--- config.mk ---
export PLATFORM = sky130hd
export DESIGN_NAME = serial_adder
export DESIGN_NICKNAME = d
export VERILOG_FILES = /design/src/rtl/serial_adder_pkg.sv /design/src/rtl/full_adder.sv /design/src/rtl/serial_adder.sv
export SDC_FILE = /design/constraint.sdc
export NUM_CORES = 1
export LEC_CHECK = 0
export CAP_MARGIN = 15
export CORE_MARGIN = 1.5
export CORE_UTILIZATION = 50
export CTS_BUF_LIST = sky130_fd_sc_hd__clkbuf_16
export DETAILED_ROUTE_END_ITERATION = 8
export GPL_ROUTABILITY_DRIVEN = 0
export HOLD_SLACK_MARGIN = 0.1
export PLACE_DENSITY = 0.81
export SYNTH_ARGS = -nofsm -noshare
export SYNTH_HDL_FRONTEND = slang
export SYNTH_SLANG_ARGS = --single-unit
--- constraint.sdc ---
create_clock -name clk -period 3 [get_ports clk]
set_input_delay 0.3 -clock clk [delete_from_list [all_inputs] [get_ports clk]]
set_output_delay 0.3 -clock clk [all_outputs]
set_load 0.01 [all_outputs]
--- src/rtl/serial_adder_pkg.sv ---
// -----------------------------------------------------------------------------
// serial_adder_pkg
//   Shared types and helpers for the bit-serial adder.
//   - state_t     : controller states (IDLE, RUN, DONE)
//   - count_width : bit width of the bit-position counter for a given WIDTH
// -----------------------------------------------------------------------------
package serial_adder_pkg;

    typedef enum logic [1:0] {
        IDLE = 2'd0,
        RUN  = 2'd1,
        DONE = 2'd2
    } state_t;

    // The counter has to hold values 0..WIDTH, so it needs $clog2(WIDTH+1) bits.
    function automatic int count_width(input int width);
        return $clog2(width + 1);
    endfunction

endpackage

--- src/rtl/full_adder.sv ---
// -----------------------------------------------------------------------------
// full_adder
//   1-bit full adder cell, used as the datapath of the bit-serial adder.
//   Ports:
//     a, b, cin  in   addend bits and carry in
//     sum        out  a ^ b ^ cin
//     cout       out  majority(a, b, cin)
// -----------------------------------------------------------------------------
module full_adder (
    input  logic a,
    input  logic b,
    input  logic cin,
    output logic sum,
    output logic cout
);

    assign sum  = a ^ b ^ cin;
    assign cout = (a & b) | (a & cin) | (b & cin);

endmodule

--- src/rtl/serial_adder.sv ---
// -----------------------------------------------------------------------------
// serial_adder
//   Bit-serial WIDTH-bit adder. An operand pair is accepted over a valid/ready
//   handshake, shifted LSB-first through one full_adder cell with a registered
//   carry, and the WIDTH-bit sum plus carry-out are returned over a second
//   valid/ready handshake. One operation at a time, no overlap.
//
//   Parameters:
//     WIDTH      operand/sum width in bits (>= 1)
//   Ports:
//     clk        clock, rising edge
//     rst_n      synchronous active-low reset
//     in_valid   operand pair valid          in_ready   block can accept
//     a, b       operands (WIDTH)            cin        carry into bit 0
//     out_valid  result valid                out_ready  consumer takes result
//     sum        a + b + cin, low WIDTH bits cout       carry out of bit WIDTH-1
//     ovf        two's-complement overflow (only with SERIAL_ADDER_OVF_EN)
//
//   Build option:
//     SERIAL_ADDER_OVF_EN  adds the ovf output and its capture register.
// -----------------------------------------------------------------------------
module serial_adder
    import serial_adder_pkg::*;
#(
    parameter int WIDTH = 8
) (
    input  logic             clk,
    input  logic             rst_n,
    input  logic             in_valid,
    output logic             in_ready,
    input  logic [WIDTH-1:0] a,
    input  logic [WIDTH-1:0] b,
    input  logic             cin,
    output logic             out_valid,
    input  logic             out_ready,
    output logic [WIDTH-1:0] sum,
    output logic             cout
`ifdef SERIAL_ADDER_OVF_EN
    ,
    output logic             ovf
`endif
);

    localparam int CW = count_width(WIDTH);
    localparam logic [CW-1:0] LAST_BIT = CW'(WIDTH - 1);

    state_t           state;
    state_t           state_next;
    logic [WIDTH-1:0] a_sh;
    logic [WIDTH-1:0] b_sh;
    logic [WIDTH-1:0] sum_sh;
    logic [WIDTH-1:0] sum_next;
    logic             carry;
    logic [CW-1:0]    count;
    logic             load;
    logic             step;
    logic             last;
    logic             cell_sum;
    logic             cell_cout;

    full_adder u_cell (
        .a    (a_sh[0]),
        .b    (b_sh[0]),
        .cin  (carry),
        .sum  (cell_sum),
        .cout (cell_cout)
    );

    assign last = (count == LAST_BIT);

    // Shift right and drop the new sum bit in at the MSB. Written as two steps
    // so the same code stays legal for WIDTH == 1.
    always_comb begin
        sum_next            = sum_sh >> 1;
        sum_next[WIDTH-1]   = cell_sum;
    end

    // NOTE: every output of this block gets a default before the case so no
    // path leaves a signal unassigned, which would otherwise infer a latch.
    always_comb begin
        state_next = state;
        in_ready   = 1'b0;
        out_valid  = 1'b0;
        load       = 1'b0;
        step       = 1'b0;
        case (state)
            IDLE: begin
                in_ready = 1'b1;
                if (in_valid) begin
                    load       = 1'b1;
                    state_next = RUN;
                end
            end
            RUN: begin
                step = 1'b1;
                if (last) begin
                    state_next = DONE;
                end
            end
            DONE: begin
                out_valid = 1'b1;
                if (out_ready) begin
                    state_next = IDLE;
                end
            end
            default: state_next = IDLE;
        endcase
    end

    // NOTE: clocked state uses non-blocking assignments so every flop samples
    // the pre-edge values regardless of statement order.
    always_ff @(posedge clk) begin
        if (!rst_n) begin
            state <= IDLE;
        end else begin
            state <= state_next;
        end
    end

    always_ff @(posedge clk) begin
        if (!rst_n) begin
            a_sh   <= '0;
            b_sh   <= '0;
            sum_sh <= '0;
            carry  <= 1'b0;
            count  <= '0;
        end else if (load) begin
            a_sh  <= a;
            b_sh  <= b;
            carry <= cin;
            count <= '0;
        end else if (step) begin
            a_sh   <= a_sh >> 1;
            b_sh   <= b_sh >> 1;
            sum_sh <= sum_next;
            carry  <= cell_cout;
            count  <= count + CW'(1);
        end
    end

    // In DONE the carry flop holds the carry out of the top bit and sum_sh the
    // full sum; neither changes until the next load.
    assign sum  = sum_sh;
    assign cout = carry;

`ifdef SERIAL_ADDER_OVF_EN
    // During the final RUN cycle the carry flop holds the carry into the MSB.
    logic carry_msb;

    always_ff @(posedge clk) begin
        if (!rst_n) begin
            carry_msb <= 1'b0;
        end else if (step && last) begin
            carry_msb <= carry;
        end
    end

    assign ovf = carry_msb ^ carry;
`endif

endmodule

==> qor.tcl, run 1 <==
set qor(fp.coreArea_sq_um) 2545
set qor(overall_die_height_um) 55.71
set qor(start_util_pct) 54.57
set qor(max_freq_ghz) 0.5067
set qor(p_leak_nw) 0.6581
set qor(grt_remaining_overflow) 0
set qor(critPathRequiredTime_ns) 2.70
set qor(worstSetupEndpointType) {primary output}
set qor(vias_in_the_first_global_route) 1196
set qor(post_synth_num_cell_types) 32
set qor(synth-seq-area-share_pct) 44.68
set qor(nNetsFinal) 214
set qor(worst-slew-pin-transition_ns) 0.7502
set qor(total_power_mw) 1.052
set qor(cts_max_path_buffers) 2
set qor(synth_top_cell_by_area) {sky130_fd_sc_hd__dfxtp_1}
set qor(grt_start_max_net_pins) 24
set qor(worst_setup_path_start_kind) {flop}
set qor(result_of_the_run) {finished, final reports clean}
set qor(timing.max_cap.violations) 0
set qor(drt_first_iter_violations) 68
set qor(tritoncts) {built}
set qor(regToRegSetupSlack_ns) 1.28
set qor(synth_warnings) 0
set qor(post_synth.cell_area_avg_sq_um) 8.520
set qor(postLayoutCellArea_sq_um) 1822
set qor(first_pass_grt_wire_length_um) 5430
set qor(die_width_um) 55.71
set qor(ys_top_cells_by_count) {sky130_fd_sc_hd__dfxtp_1 (31), sky130_fd_sc_hd__a21oi_1 (24), sky130_fd_sc_hd__nand2_1 (19)}
set qor(mappedNetlistArea_sq_um) 1389
set qor(insertedDiodeCount) 0
set qor(worst_skew_pair_later_pin_latency_ns) 0.28
set qor(post_route_cells_drive_above_1_share_pct) 6.771
set qor(clk_transition_reported_paths_ns) 0.05
set qor(critPathTopFamily) {buffers and inverters}
set qor(drc_errors) 0
set qor(io-pin-count) 32
set qor(setup_repair_after_global_routing_missed_its_margin) {no}
set qor(worst_slack_after_detailed_placement_ns) 0.9553
set qor(share_of_flip_flops_with_an_asynchronous_set_or_reset_pct) 0
set qor(grt_usage_pct) 22.66
set qor(clock_tree.htree_level_count) 2
set qor(detail_route.vias_per_cell) 5.955
set qor(layout_worst_path_cycle_share_pct) 65.79
set qor(hold_ws_ns) 0.4508
set qor(sum_of_negative_setup_slack_ns) 0
set qor(ctsHoldBuffers) 0
set qor(clock_tree.root_cell) {sky130_fd_sc_hd__clkbuf_16}
set qor(dpl.hpwl_um) 2250
set qor(antenna_left) 0
set qor(synth.top_cells.by_area) {sky130_fd_sc_hd__dfxtp_1 (45%), sky130_fd_sc_hd__a21oi_1 (8.6%), sky130_fd_sc_hd__nand2_1 (5.1%), sky130_fd_sc_hd__o221ai_1 (5.0%), sky130_fd_sc_hd__o21ai_0 (4.0%)}
set qor(timing.hold.worst.class) {reg2reg}
set qor(synthesis.instances) 163
set qor(critical_path_class) {reg2out}
set qor(timing.final.ws_setup_ns) 1.026
set qor(via_count) 1322
set qor(initial_antenna_violation_count) 0
set qor(cts_sinks) 31
set qor(mappedNetlistNets) 186
set qor(syn2layout_area_growth_pct) 31.17
set qor(dr.pass1.iters) 4
set qor(numCtsBuffers) 5
set qor(design.die.area_sq_um) 3103
set qor(row_count) 18
set qor(crit_path_cell_trace) {clkinv_1 > nor2_1 > clkdlybuf4s50_1}
set qor(final_max_slew_viol_count) 0
set qor(timing.final.hold_violations) 0
set qor(synth.ff_latch_count) 31
set qor(buffer_ports.inserted) 31
set qor(critical_path.n_buffers_inverters) 2
set qor(final.fill_count) 198
set qor(detail_route.wirelength_um) 3338
set qor(vdd_drop_max_uv) 482.7
set qor(period_needed_ns) 1.974
set qor(synth-edff-count) 0
set qor(worstPathArrival_ns) 1.67
set qor(placedInstanceArea_sq_um) 1685
set qor(clock-skew-final_ns) 0.006043
set qor(synthFlopType) {sky130_fd_sc_hd__dfxtp_1}
set qor(setup_buffers_after_cts) 0
set qor(p_per_area_nw_per_um2) 577.2
set qor(worst_path_max_delay_cell) {sky130_fd_sc_hd__dfxtp_1}
set qor(slowest_delay_ns) 0.59
set qor(cts.repair.resized) 0
set qor(yosysMostFrequentCell) {sky130_fd_sc_hd__dfxtp_1}
set qor(crit_fanout) 13
set qor(worst_case_headroom_to_the_max_slew_limit_pct) 49.83
set qor(wl_per_cell_um) 15.04
set qor(number_of_failing_setup_endpoints_in_the_final_timing_report) 0
set qor(synth_top_area_share_pct) 44.68
==> final cells by class <==
class	count	area, sq um	area share, %
Clock inverter	3	11.26	0.6181
Clock buffer	5	125.1	6.868
Sequential cell	31	620.6	34.07
Inverter	7	26.28	1.442
Tap cell	30	37.54	2.060
Timing Repair Buffer	34	332.8	18.27
Multi-Input combinational cell	112	668.1	36.68
==> per-layer routing <==
metal | wire length (um) | vias to the layer above | GRT usage, %
met2 | 1559 | 41 | 35.88
met5 | 0 | - | 0
met3 | 184 | 8 | 7.907
met4 | 56 | 0 | 10.45
met1 | 1537 | 626 | 27.51
li1 | - | 647 | -
==> layout by cell type, fill, tap and decap left out, drive strengths merged, types with 3 or more instances in the layout <==
cell type,netlist,layout
buf,10,3
clkbuf,3,5
inv,6,7
nand2b,3,3
dfxtp,31,31
nand2,19,19
o22ai,8,8
clkdlybuf4s50,0,31
o21ai,11,11
nor2,11,11
a21oi,24,24
or3b,3,3
o2bb2ai,5,5
o221ai,8,8
clkinv,1,3
==> cells by family after synthesis <==
family                     count (synthesis)  share of synthesized area (%)
adders and majority gates                  2                          2.342
and+or+nand+nor                           44                          15.23
buffers and inverters                     20                          7.207
DFF                                       31                          44.69
AOI/OAI and AO/OA                         66                          30.54
==> flip-flops by register name (all words and copies together) (netlist names) <==
register,count
a_sh,8
cout,1
state,2
b_sh,8
sum,8
count,4
==> tightest hold or removal path, cell delays in order (launching register included) <==
cell and delay (ns):
sky130_fd_sc_hd__dfxtp_1 0.30, sky130_fd_sc_hd__nand2_1 0.05, sky130_fd_sc_hd__a21oi_1 0.05
==> power by group <==
part	switching [mW]	internal [mW]	leakage, nW
registers	0.0203	0.438	0.255
logic	0.0626	0.0658	0.333
clock network	0.168	0.297	0.0701
==> through the flow <==
| stage | util (%) | cells |
|---|---|---|
| floorplan | - | 163 |
| CTS | 71.58 | 222 |
| global placement | 66.22 | 214 |
| detailed placement | 66.22 | 214 |
| global route | 71.58 | 222 |
| finish | 71.58 | 222 |
==> path summary, 6_finish.rpt <==
kind | from | end | cells after the start
setup / recovery | state[1] | out_valid | 3
hold / removal | sum[0] | sum[0] | 2
setup reg to reg | state[0] | count[0] | 4
hold reg to reg | sum[0] | sum[0] | 2
Power figures use the tool's default switching activity.
==> run 2: changes to the inputs <==
--- a/config.mk
+++ b/config.mk
@@ -7,12 +7,12 @@
 export LEC_CHECK = 0
 export CAP_MARGIN = 15
 export CORE_MARGIN = 1.5
-export CORE_UTILIZATION = 50
+export CORE_UTILIZATION = 49
 export CTS_BUF_LIST = sky130_fd_sc_hd__clkbuf_16
 export DETAILED_ROUTE_END_ITERATION = 8
 export GPL_ROUTABILITY_DRIVEN = 0
 export HOLD_SLACK_MARGIN = 0.1
-export PLACE_DENSITY = 0.81
+export PLACE_DENSITY = 0.79
 export SYNTH_ARGS = -nofsm -noshare
 export SYNTH_HDL_FRONTEND = slang
 export SYNTH_SLANG_ARGS = --single-unit
==> constraint.sdc (replaced) <==
create_clock -name clk -period 2 [get_ports clk]
set_input_delay 0.2 -clock clk [delete_from_list [all_inputs] [get_ports clk]]
set_output_delay 0.2 -clock clk [all_outputs]
set_load 0.01 [all_outputs]
==> run 2 against run 1 <==
Clock skew up 0.00086 ns. Critical path type unchanged. Final area grew 3.6%. Critical path depth stayed put. Critical endpoint unchanged. Global-route usage fell by 1.6 points.
==> qor.tcl, run 2 (synthesis gave the netlist of run 1 again) <==
set qor(result_of_the_run) {finished, final reports clean} ;# unchanged
set qor(ctsHoldBuffers) 0 ;# unchanged
set qor(clk_transition_reported_paths_ns) 0.05 ;# about the same
set qor(area_of_all_sequential_standard_cells_sq_um) 620.6 ;# unchanged
set qor(multi_input_gate_area_sq_um) 668.1 ;# unchanged
set qor(total_power_mw) 1.716 ;# was 1.052 mW
set qor(worst_case_headroom_to_the_max_slew_limit_pct) 67.08 ;# was 49.83%
set qor(timing.final.hold_violations) 0 ;# unchanged
set qor(timing.hold.worst.class) {reg2reg} ;# unchanged
set qor(antenna_left) 0 ;# unchanged
set qor(numCtsBuffers) 5 ;# unchanged
set qor(clock_tree.root_cell) {sky130_fd_sc_hd__clkbuf_16} ;# unchanged
set qor(worst_path_max_delay_cell) {sky130_fd_sc_hd__clkdlybuf4s50_1} ;# was sky130_fd_sc_hd__dfxtp_1
set qor(first_pass_grt_wire_length_um) 5071 ;# was 5430 um
set qor(critical_path.n_buffers_inverters) 2 ;# unchanged
set qor(grt_start_max_net_pins) 20 ;# was 24
set qor(critPathRequiredTime_ns) 1.80 ;# was 2.70 ns
set qor(dr.pass1.iters) 4 ;# unchanged
set qor(drt_first_iter_violations) 67 ;# was 68
set qor(critPathTopFamily) {buffers and inverters} ;# unchanged
set qor(worst_skew_pair_later_pin_latency_ns) 0.28 ;# about the same
set qor(grt_remaining_overflow) 0 ;# unchanged
set qor(grt_usage_pct) 21.06 ;# was 22.66%
set qor(vias_in_the_first_global_route) 1111 ;# was 1196
set qor(layout_worst_path_cycle_share_pct) 85.81
set qor(period_needed_ns) 1.716
set qor(die_width_um) 56.24 ;# was 55.71 um
set qor(post_route_cells_drive_above_1_share_pct) 10.15 ;# was 6.771%
set qor(cts_sinks) 31 ;# unchanged
set qor(vdd_drop_max_uv) 887.9 ;# was 482.7 uV
set qor(setup_buffers_after_cts) 0 ;# unchanged
set qor(overall_die_height_um) 56.24 ;# was 55.71 um
set qor(final.fill_count) 227 ;# was 198
set qor(start_util_pct) 50.80 ;# was 54.57%
set qor(syn2layout_area_growth_pct) 35.95 ;# was 31.17%
set qor(worstSetupEndpointType) {primary output} ;# unchanged
set qor(clock_tree.htree_level_count) 2 ;# unchanged
set qor(crit_path_cell_trace) {buf_4 > nor2_1 > clkdlybuf4s50_1} ;# was clkinv_1 > nor2_1 > clkdlybuf4s50_1
set qor(crit_fanout) 9 ;# was 13
set qor(tritoncts) {built} ;# unchanged
set qor(buffer_ports.inserted) 31 ;# unchanged
set qor(worst_setup_path_start_kind) {flop} ;# unchanged
set qor(most_frequent_cells_in_the_layout) {sky130_fd_sc_hd__dfxtp_1 (31), sky130_fd_sc_hd__clkdlybuf4s50_1 (31), sky130_fd_sc_hd__a21oi_1 (24), sky130_fd_sc_hd__nand2_1 (19)} ;# unchanged
set qor(hold_ws_ns) 0.4544 ;# was 0.4508 ns
set qor(detail_route.wirelength_um) 3223 ;# was 3338 um
set qor(initial_antenna_violation_count) 0 ;# unchanged
set qor(timing.max_cap.violations) 0 ;# unchanged
set qor(via_count) 1332 ;# was 1322
set qor(sum_of_negative_setup_slack_ns) 0 ;# unchanged
set qor(nNetsFinal) 219 ;# was 214
set qor(number_of_failing_setup_endpoints_in_the_final_timing_report) 0 ;# unchanged
set qor(dpl.hpwl_um) 2168 ;# was 2250 um
set qor(worst_slack_after_detailed_placement_ns) 0.3329 ;# was 0.9553 ns
set qor(clock-skew-final_ns) 0.006903 ;# was 0.006043 ns
set qor(worstPathArrival_ns) 1.52 ;# was 1.67 ns
set qor(insertedDiodeCount) 0 ;# unchanged
set qor(max_freq_ghz) 0.5827
set qor(worst-slew-pin-transition_ns) 0.4933 ;# was 0.7502 ns
set qor(cts_max_path_buffers) 2 ;# unchanged
set qor(row_count) 19 ;# was 18
set qor(cts.repair.resized) 0 ;# unchanged
set qor(p_leak_nw) 0.6943 ;# was 0.6581 nW
set qor(slowest_delay_ns) 0.56 ;# was 0.59 ns
set qor(io-pin-count) 32 ;# unchanged
set qor(fp.coreArea_sq_um) 2734 ;# was 2545 sq um
set qor(p_per_area_nw_per_um2) 908.7 ;# was 577.2 nW/um^2
set qor(timing.final.ws_setup_ns) 0.2838 ;# was 1.026 ns
set qor(wl_per_cell_um) 14.14 ;# was 15.04 um
set qor(design.die.area_sq_um) 3163 ;# was 3103 sq um
set qor(detail_route.vias_per_cell) 5.842 ;# was 5.955
set qor(critical_path_class) {reg2out} ;# unchanged
set qor(setup_repair_after_global_routing_missed_its_margin) {no} ;# unchanged
set qor(final_max_slew_viol_count) 0 ;# unchanged
set qor(drc_errors) 0 ;# unchanged
==> run 2: cell types whose count changed in the layout (fill, tap and decap cells not counted), sizes merged <==
cell | before | now
inv | 7 | 6
buf | 3 | 8
bufinv | 0 | 1
==> run 2: stage by stage <==
step | utilization (%) | instance area [sq um] | cells
floorplan | - | 1389 | 163
global placement | 63.07 | 1724 | 220
detailed placement | 63.07 | 1724 | 220
CTS | 69.06 | 1888 | 228
global route | 69.06 | 1888 | 228
finish | 69.06 | 1888 | 228
==> run 2: area by class of cell <==
class	instances	share of cell area [%]
multi-input combinational	112	35.39
tap	31	2.054
sequential	31	32.87
timing repair buffer	39	19.62
inverter	7	1.392
clock buffer	5	6.627
clock inverter	3	2.054
==> run 2: per-layer routing <==
layer,track usage [%],vias up,wire length (um)
met5,0,-,0
met4,10.54,0,56
met3,6.512,6,190
met2,33.11,50,1508
met1,25.99,619,1467
li1,-,657,-
==> run 2: final timing paths <==
path	startpoint	to	slack, ns	cells past startpoint
min	sum[0]	sum[0]	0.45	2
max	state[0]	out_valid	0.28	3
min reg2reg	sum[0]	sum[0]	0.45	2
max reg2reg	state[0]	count[3]	0.64	4
==> run 2: worst reg2reg max path: cells and delay by family, from the launching register on <==
kind,cells,cell delay (ns)
simple gates,2,0.52
buf+inv,1,0.21
compound gates,1,0.15
flops,1,0.41
==> run 2: power by group <==
part / internal (mW) / leakage, nW / switching (mW)
registers: 0.656 / 0.255 / 0.0294
clock network: 0.579 / 0.0812 / 0.257
logic: 0.103 / 0.358 / 0.0911
total: 1.34 / 0.694 / 0.377
